File: src/rtl/hash_lane_sched.sv
// ---------------------------------------------------------------------------
// hash_lane_sched
//   Packs incoming sample positions into groups of SAMPLES hash lanes. A group
//   is issued downstream under credit-based flow control. The block can also
//   change the active subsample width, but only once the downstream pipeline
//   has fully drained.
//
// Ports
//   clk, rst                 clock, synchronous active-low reset
//   samp_in_valid/ready      sample handshake
//   samp_in_S                sample position, [0]=x, [1]=y
//   samp_in_last             sample closes its triangle
//   credit_ret               downstream freed one group slot
//   cfg_load, cfg_sub_in     request a new one-hot subsample width
//   sample_R14S              issued lane positions
//   validSamp_R14H           per-lane valid of the issued group
//   issue_R14H               one-cycle strobe: a group is presented
//   triEnd_R14H              issued group was closed by samp_in_last
//   subSample_RnnnnU         active subsample width (one-hot)
//   err_H                    sticky error (credit overflow, bad config)
// ---------------------------------------------------------------------------
module hash_lane_sched #(
    parameter int SIGFIG  = 24,
    parameter int SAMPLES = 2,
    parameter int CREDITS = 4
) (
    input  logic                                     clk,
    input  logic                                     rst,
    input  logic                                     samp_in_valid,
    output logic                                     samp_in_ready,
    input  logic signed [1:0][SIGFIG-1:0]            samp_in_S,
    input  logic                                     samp_in_last,
    input  logic                                     credit_ret,
    input  logic                                     cfg_load,
    input  logic        [3:0]                        cfg_sub_in,
    output logic signed [SAMPLES-1:0][1:0][SIGFIG-1:0] sample_R14S,
    output logic        [SAMPLES-1:0]                validSamp_R14H,
    output logic                                     issue_R14H,
    output logic                                     triEnd_R14H,
    output logic        [3:0]                        subSample_RnnnnU,
    output logic                                     err_H
);

    localparam int LW = (SAMPLES > 1) ? $clog2(SAMPLES) : 1;
    localparam logic [3:0] CRED_MAX = 4'(CREDITS);

    typedef enum logic [1:0] {FILL, HOLD, DRAIN} state_t;

    state_t                              state_q, state_d;
    logic [LW-1:0]                       lane_q, lane_d;
    logic [SAMPLES-1:0][1:0][SIGFIG-1:0] buf_pos_q, buf_pos_d;
    logic [SAMPLES-1:0]                  buf_vld_q, buf_vld_d;
    logic                                buf_last_q, buf_last_d;
    logic [3:0]                          credits_q, credits_d;
    logic [3:0]                          sub_q, sub_d;
    logic                                err_q, err_d;
    logic                                cfg_pend_q, cfg_pend_d;
    logic [3:0]                          cfg_val_q, cfg_val_d;
    logic [SAMPLES-1:0][1:0][SIGFIG-1:0] out_pos_q, out_pos_d;
    logic [SAMPLES-1:0]                  out_vld_q, out_vld_d;
    logic                                issue_q, issue_d;
    logic                                tri_q, tri_d;

    // Group contents as they will look once this cycle's sample (if any) lands.
    logic [SAMPLES-1:0][1:0][SIGFIG-1:0] fill_pos, masked_pos;
    logic [SAMPLES-1:0]                  fill_vld;
    logic                                fill_last;
    logic                                accept, complete, credit_avail;
    logic                                cfg_take, pend_now, do_issue;
    logic [3:0]                          val_now;

    assign samp_in_ready = rst && (state_q == FILL);
    assign accept        = samp_in_valid && samp_in_ready;
    assign complete      = accept && ((lane_q == LW'(SAMPLES - 1)) || samp_in_last);
    // A credit returned this cycle can be spent this cycle, so a held group
    // leaves on the cycle right after the credit_ret pulse.
    assign credit_avail  = (credits_q != 4'd0) || credit_ret;
    assign cfg_take      = cfg_load && (state_q != DRAIN);
    assign pend_now      = cfg_pend_q || cfg_take;
    assign val_now       = cfg_take ? cfg_sub_in : cfg_val_q;
    assign fill_last     = buf_last_q || (accept && samp_in_last);

    genvar gi;
    generate
        for (gi = 0; gi < SAMPLES; gi++) begin : g_lane
            logic hit;
            assign hit            = accept && (lane_q == LW'(gi));
            assign fill_pos[gi]   = hit ? samp_in_S : buf_pos_q[gi];
            assign fill_vld[gi]   = buf_vld_q[gi] || hit;
            // Unfilled lanes are presented as zero.
            assign masked_pos[gi] = fill_vld[gi] ? fill_pos[gi] : '0;
        end
    endgenerate

    always_comb begin
        state_d    = state_q;
        lane_d     = lane_q;
        buf_pos_d  = fill_pos;
        buf_vld_d  = fill_vld;
        buf_last_d = fill_last;
        credits_d  = credits_q;
        sub_d      = sub_q;
        err_d      = err_q;
        cfg_pend_d = pend_now;
        cfg_val_d  = val_now;
        out_pos_d  = '0;
        out_vld_d  = '0;
        issue_d    = 1'b0;
        tri_d      = 1'b0;
        do_issue   = 1'b0;

        if (accept) begin
            lane_d = complete ? '0 : lane_q + LW'(1);
        end

        case (state_q)
            FILL: begin
                if (complete) begin
                    if (credit_avail) begin
                        do_issue = 1'b1;
                        state_d  = pend_now ? DRAIN : FILL;
                    end else begin
                        state_d = HOLD;
                    end
                end else if (pend_now && (lane_q == '0) && !accept) begin
                    // No partial group outstanding: start draining now.
                    state_d = DRAIN;
                end
            end
            HOLD: begin
                if (credit_avail) begin
                    do_issue = 1'b1;
                    state_d  = pend_now ? DRAIN : FILL;
                end
            end
            DRAIN: begin
                if ((credits_q == CRED_MAX) && (lane_q == '0)) begin
                    state_d    = FILL;
                    cfg_pend_d = 1'b0;
                    if ((cfg_val_q != 4'd0) && ((cfg_val_q & (cfg_val_q - 4'd1)) == 4'd0)) begin
                        sub_d = cfg_val_q;
                    end else begin
                        err_d = 1'b1;
                    end
                end
            end
            default: state_d = FILL;
        endcase

        if (do_issue) begin
            issue_d    = 1'b1;
            tri_d      = fill_last;
            out_pos_d  = masked_pos;
            out_vld_d  = fill_vld;
            buf_pos_d  = '0;
            buf_vld_d  = '0;
            buf_last_d = 1'b0;
        end

        if (do_issue && !credit_ret) begin
            credits_d = credits_q - 4'd1;
        end else if (credit_ret && !do_issue) begin
            if (credits_q == CRED_MAX) begin
                err_d = 1'b1;
            end else begin
                credits_d = credits_q + 4'd1;
            end
        end
    end

    always_ff @(posedge clk) begin
        if (!rst) begin
            state_q    <= FILL;
            lane_q     <= '0;
            buf_pos_q  <= '0;
            buf_vld_q  <= '0;
            buf_last_q <= 1'b0;
            credits_q  <= CRED_MAX;
            sub_q      <= 4'b1000;
            err_q      <= 1'b0;
            cfg_pend_q <= 1'b0;
            cfg_val_q  <= 4'd0;
            out_pos_q  <= '0;
            out_vld_q  <= '0;
            issue_q    <= 1'b0;
            tri_q      <= 1'b0;
        end else begin
            state_q    <= state_d;
            lane_q     <= lane_d;
            buf_pos_q  <= buf_pos_d;
            buf_vld_q  <= buf_vld_d;
            buf_last_q <= buf_last_d;
            credits_q  <= credits_d;
            sub_q      <= sub_d;
            err_q      <= err_d;
            cfg_pend_q <= cfg_pend_d;
            cfg_val_q  <= cfg_val_d;
            out_pos_q  <= out_pos_d;
            out_vld_q  <= out_vld_d;
            issue_q    <= issue_d;
            tri_q      <= tri_d;
        end
    end

    assign sample_R14S      = out_pos_q;
    assign validSamp_R14H   = out_vld_q;
    assign issue_R14H       = issue_q;
    assign triEnd_R14H      = tri_q;
    assign subSample_RnnnnU = sub_q;
    assign err_H            = err_q;

endmodule

File: config.mk
export PLATFORM = sky130hd
export DESIGN_NAME = hash_lane_sched
export DESIGN_NICKNAME = d
export VERILOG_FILES = /design/src/rtl/hash_lane_sched.sv
export SDC_FILE = /design/constraint.sdc
export NUM_CORES = 1
export LEC_CHECK = 0
export CAP_MARGIN = 20
export CORE_ASPECT_RATIO = 0.5
export CORE_MARGIN = 3
export CORE_UTILIZATION = 53
export DETAILED_ROUTE_END_ITERATION = 12
export HOLD_SLACK_MARGIN = 0.1
export PLACE_DENSITY_LB_ADDON = 0.2
export RECOVER_POWER = 50
export SLEW_MARGIN = 20
export SYNTH_ARGS = -nofsm -noshare
export SYNTH_HDL_FRONTEND = slang
export SYNTH_SLANG_ARGS = --single-unit
File: constraint.sdc
create_clock -name clk -period 3.99 [get_ports clk]
set_input_delay 0.798 -clock clk [delete_from_list [all_inputs] [get_ports clk]]
set_output_delay 0.798 -clock clk [all_outputs]
set_load 0.02 [all_outputs]
==> out/metrics.cfg, run 1 <==
[setup_path]
critPathLaunchType=primary input
critPathKind=primary input to flop
required_ns=4.40
cp_max_fo=18
cp.arrival_ns=3.80
end_kind=flop

[global_route]
grt.overflow.total=0
grt_max_degree=80
grt_pass1_vias=5065
busiest_layer=met2
met3_usage_pct=5.71
grt_use_met1_pct=25.2
grt_usage_pct=20.4
grt_first_pass_wirelength_um=24600
antenna_found_initial=0
use_met2_pct=36.4

[finish]
multi_input_area_sq_um=2400
syn2layout_area_growth_pct=34.0
fill_cells=859
ff_latch_area_sq_um=4320
n_antenna_cell=0
drive_gt1_share_pct=5.37
nets=871
finalNonFillerCells=985
layout_commonest_cell=dfxtp_1
fin_util_pct=75.5
stdcell_area_sq_um=9290
mostFrequentLayoutCells=dfxtp_1, nor2_1, dlygate4sd3_1, mux2i_1, clkdlybuf4s50_1

[sta]
skew_ns=0.00915
fmax_mhz=295
setup_slack_ns=0.599
slew_viol_final=80
finalSetupViolCount=0
whs_ns=0.456
rsz0062_at_grt=false
period_share_pct=85.0
tns_ns=0
relSlewSlack_pct=-8.33
worst_pin_slew_ns=1.62
timing.final.crit_period_ns=3.39
hold_viol=0

[floorplan]
io_pins=164
die_height_um=86.9
dieArea_sq_um=14600
start_util_pct=56.4
die_w_um=168
fp-row-count=28
core_sq_um=12300

[run]
maxCapViolations=2

[route]
wire_per_inst_um=15.2
drt_pre_antenna_iters=4
drtAntennaViolNets=0
wl_um=14900
vias_per_cell=5.02
drtIter0Drc=326
vias=4943
drc=0

[hold_path]
hp-class=flop to flop

[clock_network]
postCtsSetupBuffers=0
htree_levels=1
clkLatencyLatePin_ns=0.47
cts.clk_slew.worst_paths_ns=0.07
cts_tree=yes
cts_hold_buf=0
cts_buffers=18
clock-root-buffer=clkbuf_16
clock_path_buffers=3
cts_resized=0
cts.sinks=216

[synthesis]
yosys_most_used_dff=dfxtp_1
syn_avg_cell_area_sq_um=10.6
synth_edf_count=0
seq_area_frac_synth_pct=62.4
synth_area_sq_um=6930
synth-async-reset-ratio_pct=0
ys_warn_count=0
ys_seq_elements=216
synth.net_count=717
ys_types=45
synth_cells=655

[power]
total_power_mw=4.40
power.density_nw_per_um2=474
p_leak_nw=3.76
peakVddDrop_mv=0.310

[placed_design]
io_buffers=163
place_area_sq_um=8700
place_ws_ns=0.512
place_congestion=0.807
dp_cells=954
dp_hpwl_um=9780

[status]
failed_checks=max-capacitance violations, max-slew violations
status=finished, violations left

-- routing by layer --
layer,wire [um],vias to the layer above
met4,250,0
met2,7300,123
li1,-,2446
met5,0,-
met3,958,19
met1,6420,2355
-- power by group --
part / internal (mW) / total (mW) / switching [mW]
logic: 0.137 / 0.295 / 0.158
clock network: 1.13 / 1.88 / 0.750
registers: 2.20 / 2.22 / 0.0227
-- critical path, cell delays in order --
cell	delay, ns
dlygate4sd3_1	0.55
buf_4	0.22
nand2b_1	0.10
nor3_1	1.16
o2111ai_4	0.34
clkbuf_2	0.42
nor2_1	0.21
-- sequential cells by signal, summed over array words and instances, names as in the netlist --
| signal | cells |
|---|---|
| buf_pos_q | 96 |
| sample_R14S | 96 |
| cfg_val_q | 4 |
| credits_q | 4 |
| subSample_RnnnnU | 4 |
| buf_vld_q | 2 |
| state_q | 2 |
| validSamp_R14H | 2 |
| buf_last_q | 1 |
| cfg_pend_q | 1 |
| err_H | 1 |
| issue_R14H | 1 |
| lane_q | 1 |
| triEnd_R14H | 1 |
-- area by class of cell --
class	count	area share, %
clock buffers	23	5.28
flip-flops and latches	216	46.6
repair buffers	171	18.3
inverters	8	0.323
well taps	165	2.22
multi-input cells	394	25.8
clock inverters	8	1.51
-- Yosys cell counts, types with 2 or more instances --
| master | number | area share, % |
|---|---|---|
| a21oi_1 | 14 | 1.0 |
| and2_1 | 2 | 0.18 |
| buf_2 | 15 | 1.1 |
| buf_4 | 5 | 0.54 |
| buf_6 | 2 | 0.32 |
| clkbuf_1 | 15 | 0.81 |
| dfxtp_1 | 216 | 62 |
| ha_1 | 4 | 0.72 |
| inv_1 | 8 | 0.43 |
| mux2i_1 | 100 | 14 |
| nand2_1 | 15 | 0.81 |
| nand2b_1 | 3 | 0.27 |
| nand3_1 | 7 | 0.51 |
| nor2_1 | 203 | 11 |
| nor2b_1 | 2 | 0.18 |
| nor3_1 | 3 | 0.22 |
| nor3_2 | 2 | 0.29 |
| nor3b_1 | 2 | 0.22 |
| o211ai_1 | 3 | 0.32 |
| o21a_1 | 2 | 0.22 |
| o21ai_0 | 6 | 0.43 |
| xor2_1 | 3 | 0.38 |
-- path summary, 6_finish.rpt --
kind                            slack, ns              end  cells past startpoint        from
worst max register to register       1.09     buf_vld_q[1]                      5  state_q[1]
worst max-delay path                 0.60  sample_R14S[20]                      7         rst
worst min register to register       0.46       buf_last_q                      2  buf_last_q
worst min-delay path                 0.46       buf_last_q                      2  buf_last_q
-- cells by family (layout without fill, tap and decap cells) --
| family | Yosys count | after routing | synth area share (%) |
|---|---|---|---|
| and+or+nand+nor | 248 | 248 | 14.8 |
| adders and majority gates | 4 | 4 | 0.722 |
| AOI/OAI and AO/OA | 38 | 38 | 3.88 |
| buffers and inverters | 45 | 210 | 3.20 |
| xor gates and xnor gates | 3 | 3 | 0.379 |
| muxes | 101 | 101 | 14.6 |
| DFF | 216 | 216 | 62.4 |
No activity file was read; power rests on OpenSTA's default activity.
==> run 2: changes to the inputs <==
--- a/config.mk
+++ b/config.mk
@@ -8,7 +8,7 @@
 export CAP_MARGIN = 20
 export CORE_ASPECT_RATIO = 0.5
 export CORE_MARGIN = 3
-export CORE_UTILIZATION = 53
+export CORE_UTILIZATION = 44
 export DETAILED_ROUTE_END_ITERATION = 12
 export HOLD_SLACK_MARGIN = 0.1
 export PLACE_DENSITY_LB_ADDON = 0.2
==> constraint.sdc (replaced) <==
create_clock -name clk -period 2.8 [get_ports clk]
set_input_delay 0.56 -clock clk [delete_from_list [all_inputs] [get_ports clk]]
set_output_delay 0.56 -clock clk [all_outputs]
set_load 0.02 [all_outputs]
==> run 2 against run 1 <==
Net effect:
- the flow now finishes without violations
- final cell count grew 5.3%
- worst setup slack lost 0.48 ns
- non-clock buffer count grew 19
- die area grew 19%
- design area grew 2.3%
- hold slack lost 0.0021 ns
- clock power grew 37%
- largest power group unchanged
- clock skew grew 0.014 ns
==> out/metrics.cfg, run 2 (synthesis results as in run 1) <==
[sta]
tns_ns=0  ; unchanged
skew_ns=0.0229  ; +0.0138 ns
period_share_pct=95.6
setup_slack_ns=0.122  ; -0.476 ns
hold_viol=0  ; unchanged
rsz0062_at_grt=false
timing.final.crit_period_ns=2.68
relSlewSlack_pct=35.4  ; +44 points
worst_pin_slew_ns=0.970  ; -0.655 ns
fmax_mhz=373
finalSetupViolCount=0  ; unchanged
slew_viol_final=0  ; -100%

[run]
maxCapViolations=0  ; -2

[finish]
multi_input_area_sq_um=2380  ; -0.47%
drive_gt1_share_pct=7.39  ; +2.0 points
fill_cells=1258  ; +46%
nets=890  ; +2.2%
n_antenna_cell=0  ; unchanged
mostFrequentLayoutCells=dfxtp_1, nor2_1, dlygate4sd3_1, mux2i_1, clkdlybuf4s50_1
syn2layout_area_growth_pct=37.1
layout_commonest_cell=dfxtp_1
ff_latch_area_sq_um=4320  ; unchanged

[placed_design]
dp_hpwl_um=10200  ; +3.9%
io_buffers=163  ; unchanged
place_ws_ns=-0.105  ; -0.616 ns
place_congestion=0.738  ; -8.6%

[setup_path]
crit_family=buffers and inverters
required_ns=2.24  ; -2.16 ns
cp_max_fo=14  ; -4
cpMaxStageDelayCell=clkdlybuf4s50_1
end_kind=output port
cpPeakStageDelay_ns=0.64  ; -0.52 ns
critPathLaunchType=primary input
crit_top_cell=clkdlybuf4s50_1
crit_buf_inv=3  ; unchanged
critPathKind=primary input to output port
cp.arrival_ns=2.12  ; -1.68 ns
path_cells=clkdlybuf4s50_1 > buf_4 > nand2b_1 > nor2_1 > clkdlybuf4s50_1

[power]
power.density_nw_per_um2=653  ; +38%
p_leak_nw=3.85  ; +2.3%
total_power_mw=6.21  ; +41%
peakVddDrop_mv=0.474  ; +53%

[floorplan]
dieArea_sq_um=17400  ; +19%
core_sq_um=14900  ; +21%
die_height_um=94.7  ; +9.1%
start_util_pct=46.4  ; -9.9 points
io_pins=164  ; unchanged
die_w_um=183  ; +9.4%
fp-row-count=31  ; +11%

[clock_network]
cts.clk_slew.worst_paths_ns=0.07  ; about the same
cts_hold_buf=0  ; unchanged
cts.sinks=216  ; unchanged
clock-root-buffer=clkbuf_16
clock_path_buffers=3  ; unchanged
cts_resized=0  ; unchanged
htree_levels=1  ; unchanged
clkLatencyLatePin_ns=0.49  ; +0.02 ns
cts_buffers=18  ; unchanged
cts_tree=yes
postCtsSetupBuffers=0  ; unchanged

[hold_path]
hp-class=flop to flop

[global_route]
grt_usage_pct=17.6  ; -2.8 points
antenna_found_initial=0  ; unchanged
grt_max_degree=44  ; -45%
grt.overflow.total=0  ; unchanged
grt_first_pass_wirelength_um=25000  ; +1.9%
grt_pass1_vias=5034  ; -0.61%

[status]
status=completed

[route]
drc=0  ; unchanged
wire_per_inst_um=14.7  ; -2.8%
vias_per_cell=4.78  ; -4.6%
vias=4962  ; +0.38%
drtAntennaViolNets=0  ; unchanged
wl_um=15300  ; +2.4%
drtIter0Drc=172  ; -47%
drt_pre_antenna_iters=4  ; unchanged

[run 2: per-layer routing]
metal | part of all wire (%) | GRT usage [%] | wire length, um
met3 | 4.9 | 4.35 | 748
met2 | 47 | 30.1 | 7170
met1 | 47 | 22.9 | 7140
met4 | 1.5 | 3.55 | 234
met5 | 0 | 0 | 0
[run 2: final cells by class]
type                            count  area share [%]
Clock inverter                      8            1.16
Timing Repair Buffer              190            20.0
Clock buffer                       23            5.36
Inverter                            8           0.316
Multi-Input combinational cell    394            25.1
Tap cell                          198            2.61
Sequential cell                   216            45.5
[run 2: path summary, 6_finish.rpt]
check / endpoint / start / cells after the start / slack, ns
worst max-delay path: samp_in_ready / rst / 5 / 0.12
worst min-delay path: subSample_RnnnnU[0] / subSample_RnnnnU[0] / 2 / 0.45
worst max register to register: buf_pos_q[91] / state_q[1] / 7 / 0.39
worst min register to register: subSample_RnnnnU[0] / subSample_RnnnnU[0] / 2 / 0.45
[run 2: tightest hold or removal path: cells and delay by family, from the launching register on]
family / cells / cell delay [ns]
flip-flops: 1 / 0.31
multiplexers: 1 / 0.05
AND/OR/NAND/NOR: 1 / 0.05
[run 2: metrics by stage]
step	area, sq um	instances	util, %	hold WS [ns]
3_5_place_dp	8980	1006	60.2	0.446
3_3_place_gp	8980	1006	60.2	0.440
6_report	9500	1037	63.6	0.454
5_1_grt	9500	1037	63.6	0.486
4_1_cts	9600	1037	64.3	0.463
2_1_floorplan	6930	655	-	0.424
[run 2: power breakdown]
part	leakage, nW	total [mW]	switching [mW]	internal, mW
clock network	0.299	2.58	1.10	1.48
logic	1.80	0.460	0.237	0.223
registers	1.75	3.17	0.0298	3.14
==> run 3: changes to the inputs <==
--- a/config.mk
+++ b/config.mk
@@ -11,9 +11,10 @@
 export CORE_UTILIZATION = 44
 export DETAILED_ROUTE_END_ITERATION = 12
 export HOLD_SLACK_MARGIN = 0.1
+export MAX_ROUTING_LAYER = met4
 export PLACE_DENSITY_LB_ADDON = 0.2
 export RECOVER_POWER = 50
-export SLEW_MARGIN = 20
+export SETUP_SLACK_MARGIN = 0.1
 export SYNTH_ARGS = -nofsm -noshare
 export SYNTH_HDL_FRONTEND = slang
 export SYNTH_SLANG_ARGS = --single-unit
==> run 3 against run 2 <==
Net effect:
- via count grew 0.14%
- flip-flop and latch count did not move
- largest cell class unchanged
- critical path depth grew 3
- count of clock-buffer cells in the layout unchanged
- sequential share of layout area fell by 0.13 points
- final cell count unchanged
- routed wire length down 0.19%
- power is 0.12% higher
- worst setup slack better by 0.15 ns
- clock power about the same
- first-iteration DRC count fell by 8.1%
==> out/metrics.cfg, run 3 (synthesis results as in run 1) <==
[finish]
layout_commonest_cell=dfxtp_1
drive_gt1_share_pct=7.75  ; +0.36 points
finalNonFillerCells=1037  ; unchanged
mostFrequentLayoutCells=dfxtp_1, nor2_1, dlygate4sd3_1, mux2i_1, clkdlybuf4s50_1
n_antenna_cell=0  ; unchanged
syn2layout_area_growth_pct=37.5
nets=890  ; unchanged
fill_cells=1252  ; -0.48%

[power]
combPwrFrac_pct=7.4  ; about the same
peakVddDrop_mv=0.474  ; about the same
swShare_pct=22.1  ; +0.089 points
p_leak_nw=3.87  ; +0.52%
sequentialPowerShare_pct=50.9  ; about the same
p_int_mw=4.84  ; about the same
power_frac_clock_pct=41.6  ; about the same
power.density_nw_per_um2=652  ; -0.16%
p_switching_mw=1.37  ; +0.53%

[route]
drt_pre_antenna_iters=4  ; unchanged
wire_per_inst_um=14.7  ; -0.19%
drc=0  ; unchanged
vias_per_cell=4.79  ; +0.14%
wl_um=15300  ; -0.19%
vias=4969  ; +0.14%
drtAntennaViolNets=0  ; unchanged
drtIter0Drc=158  ; -8.1%

[setup_path]
critPathLaunchType=primary input
critPathKind=primary input to flop
cp.arrival_ns=2.90  ; +0.78 ns
required_ns=3.18  ; +0.94 ns
r2r_slack_ns=0.41  ; +0.02 ns
end_kind=flop
cp_max_fo=43  ; +29

[placed_design]
dp_hpwl_um=10200  ; unchanged
io_buffers=163  ; unchanged
dp_cells=1006  ; unchanged
place_congestion=0.747  ; +1.2%

[run]
maxCapViolations=0  ; unchanged

[global_route]
antenna_found_initial=0  ; unchanged
grt_usage_pct=18.1  ; +0.55 points
grt_first_pass_wirelength_um=25000  ; about the same
grt.overflow.total=0  ; unchanged
grt_max_degree=44  ; unchanged
grt_pass1_vias=5024  ; -0.20%

[sta]
relSlewSlack_pct=35.3  ; -0.098 points
tns_ns=0  ; unchanged
fmax_mhz=396  ; +6.1%
hold_viol=0  ; unchanged
worst_pin_slew_ns=0.971  ; +0.00147 ns
slew_viol_final=0  ; unchanged
period_share_pct=90.1  ; -5.5 points
skew_ns=0.0229  ; -0.0000182 ns
finalSetupViolCount=0  ; unchanged
timing.final.crit_period_ns=2.52  ; -0.154 ns
rsz0062_at_grt=false

[floorplan]
core_sq_um=14900  ; unchanged
die_height_um=94.7  ; unchanged
start_util_pct=46.4  ; unchanged
io_pins=164  ; unchanged
fp-row-count=31  ; unchanged
dieArea_sq_um=17400  ; unchanged
die_w_um=183  ; unchanged

[clock_network]
clkLatencyLatePin_ns=0.49  ; about the same
cts_buffers=18  ; unchanged
clock-root-buffer=clkbuf_16
clock_path_buffers=3  ; unchanged
cts.clk_slew.worst_paths_ns=0.07  ; about the same
cts_hold_buf=0  ; unchanged
htree_levels=1  ; unchanged
cts_tree=yes
cts.sinks=216  ; unchanged

[hold_path]
hp-class=flop to flop

[status]
status=completed

[run 3: layout make-up]
class | instances | area [sq um] | share of cell area [%]
Inverter | 8 | 30.0 | 0.315
Multi-Input combinational cell | 394 | 2410 | 25.3
Sequential cell | 216 | 4320 | 45.4
Tap cell | 198 | 248 | 2.60
Timing Repair Buffer | 190 | 1900 | 20.0
Clock buffer | 23 | 509 | 5.34
Clock inverter | 8 | 110 | 1.16
[run 3: routing by layer]
metal / up-vias / track usage [%] / share of wire (%)
met4: 0 / 3.48 / 1.5
met3: 18 / 4.04 / 4.5
met1: 2365 / 23.2 / 47
li1: 2486 / - / -
met2: 100 / 30.1 / 47
met5: - / - / 0
[run 3: repair_timing]
action,in CTS,in global routing
resized for setup,0,1
setup buffers,0,0
endpoints found under the setup margin,0,1
[run 3: per-stage QoR]
| stage | utilization, % | cell area (sq um) | power [mW] | hold WS (ns) | setup WS, ns |
|---|---|---|---|---|---|
| after floorplan | - | 6930 | 3.49 | 0.424 | 0.200 |
| after global placement | 60.2 | 8980 | 3.70 | 0.440 | -0.0537 |
| after detailed placement | 60.2 | 8980 | 3.72 | 0.446 | -0.105 |
| after CTS | 64.3 | 9600 | 6.31 | 0.463 | 0.112 |
| after global routing | 63.8 | 9530 | 6.47 | 0.486 | 0.157 |
| final | 63.8 | 9530 | 6.22 | 0.454 | 0.277 |
[run 3: worst max-delay path, stage by stage]
cell and delay, ns:
dlygate4sd3_1 0.55, and2b_2 0.16, a21oi_2 0.05, clkbuf_1 0.14
o31ai_4 0.23, clkbuf_2 0.78, buf_4 0.34, nor2_1 0.07
[run 3: path summary, 6_finish.rpt]
kind,from,cells past startpoint,endpoint
min,subSample_RnnnnU[0],2,subSample_RnnnnU[0]
min reg2reg,subSample_RnnnnU[0],2,subSample_RnnnnU[0]
max,rst,8,buf_pos_q[40]
max reg2reg,state_q[1],7,buf_pos_q[40]
[run 3: power by group through the flow]
stage                     Clock (mW)  Combinational, mW  Sequential, mW
after floorplan                    0              0.255            3.24
after global placement             0              0.469            3.24
after detailed placement           0              0.478            3.24
after CTS                       2.66              0.482            3.17
after global routing            2.79              0.505            3.17
final                           2.59              0.461            3.17
==> variant: new RTL, config.mk and constraints of run 3 <==
`SIGFIG`: 24 -> 36.
--- a/src/rtl/hash_lane_sched.sv
+++ b/src/rtl/hash_lane_sched.sv
@@ -22,3 +22,3 @@
 module hash_lane_sched #(
-    parameter int SIGFIG  = 24,
+    parameter int SIGFIG  = 36,
     parameter int SAMPLES = 2,
Ports: changed (resized samp_in_S and sample_R14S); port bits go from 164 to 236. No check against the original RTL was run, so the function may have changed too.
==> variant against run 3 <==
  * Clock power rose by 37%
  * Register-to-register slack worse by 0.02 ns
  * Synthesized area up 45%
  * Critical path depth decreased by 4
  * Total power increased by 40%
  * Cell area increased by 39%
  * Sequential cell count rose by 96
  * Global-route usage up 0.22 points
  * Worst setup slack worse by 0.076 ns
  * Non-clock buffer count up 65
  * Routed wire length grew 48%
  * Hold slack better by 0.011 ns
  * Critical path type is now in2out
  * Critical endpoint is now samp_in_ready
==> variant: results (changes against run 3) <==
status: "completed"
antenna_found_initial: 0  # unchanged
leakagePower_nw: 5.33  # +38%
critPathArrivalTime_ns: 2.04  # -0.86 ns
clk_share_pct: 6.41  # -0.087 points
dp_slack_ns: -0.0480  # +0.0566 ns
syn_area_per_cell_sq_um: 11.1  # +5.1%
grt_max_degree: 72  # +64%
synth_seq_area_share_pct: 62.0  # -0.41 points
synth-xor-area-share_pct: 0.261  # -0.12 points
reg2reg_to: "sample_R14S[109]$_SDFF_PN0_"
synthTopCellsByCount: "dfxtp_1 (312), nor2_1 (298), mux2i_1 (150)"
multi_input_area_share_pct: 24.3  # -0.96 points
synth_compound_area_share_pct: 2.72  # -1.2 points
signal_buffers: 255  # +34%
critPathCaptureType: "output pin"
nNonClkInverters: 9  # +1
grt_usage_pct: 18.3  # +0.22 points
worst_slack_ns: 0.201  # -0.0759 ns
clock_skew_ns: 0.0142  # -0.00870 ns
dp.cells: 1411  # +40%
clock_buffers: 33  # +43%
buffer_area_share_pct: 19.2  # -0.75 points
synth_fp_nets: 992  # +38%
fin_nets: 1225  # +38%
gp_congestion: 0.816  # +9.3%
clkPwrFrac_pct: 41.0  # -0.6 points
p_int_mw: 6.74  # +39%
fillers: 1894  # +51%
seq_power_mw: 4.55  # +44%
holdWs_ns: 0.466  # +0.0114 ns
grt_pass1_vias: 6776  # +35%
synth.area.mux_share_pct: 15.0  # +0.41 points
synth_cell_types: 42  # -6.7%
seq_share_pct: 47.0  # +1.6 points
synth_area_leaders: "dfxtp_1 (62%), mux2i_1 (15%), nor2_1 (11%)"
synthAdderAreaFrac_pct: 0.497  # -0.23 points
path_max_fanout: 26  # -40%
rr_worst_depth: 6  # -1
port_buffers: 235  # +44%
multi_input_comb_cells: 535  # +36%
rr_startpoint: "lane_q$_SDFFE_PN0N_"
rrSetupSlack_ns: 0.39  # -0.02 ns
clk_latency_ns: 0.54  # +0.05 ns
cts_made_buffers: 26  # +8
drive_gt1_share_pct: 6.30  # -1.4 points
fin_cells: 1459  # +41%
cts_sinks: 312  # +44%
variant: metal layers:
| layer | vias up | global-route usage [%] | routed length, microns |
|---|---|---|---|
| li1 | 3394 | - | - |
| met5 | - | - | 0 |
| met3 | 28 | 3.76 | 934 |
| met4 | 0 | 3.56 | 347 |
| met1 | 3268 | 22.6 | 9910 |
| met2 | 129 | 31.7 | 11300 |
variant: through the flow:
stage	util [%]	instance area, sq um	total power, mW	TNS [ns]
3_3_place_gp	56.8	12500	5.23	0
4_1_cts	60.7	13400	8.80	0
3_5_place_dp	56.8	12500	5.24	-0.0480
6_report	60.2	13300	8.69	0
2_1_floorplan	-	10100	5.03	0
5_1_grt	60.2	13300	9.05	0
variant: worst max-delay path: stages:
cell and delay [ns]:
clkdlybuf4s50_1 0.53, buf_8 0.20, and2_1 0.14, clkdlybuf4s50_1 0.60
variant: what timing repair did:
item / 4_1_cts / 5_1_grt
hold buffers: 0 / 0
setup endpoints to repair: 0 / 1
resized for setup: 0 / 2
hold endpoints to repair: 0 / 0
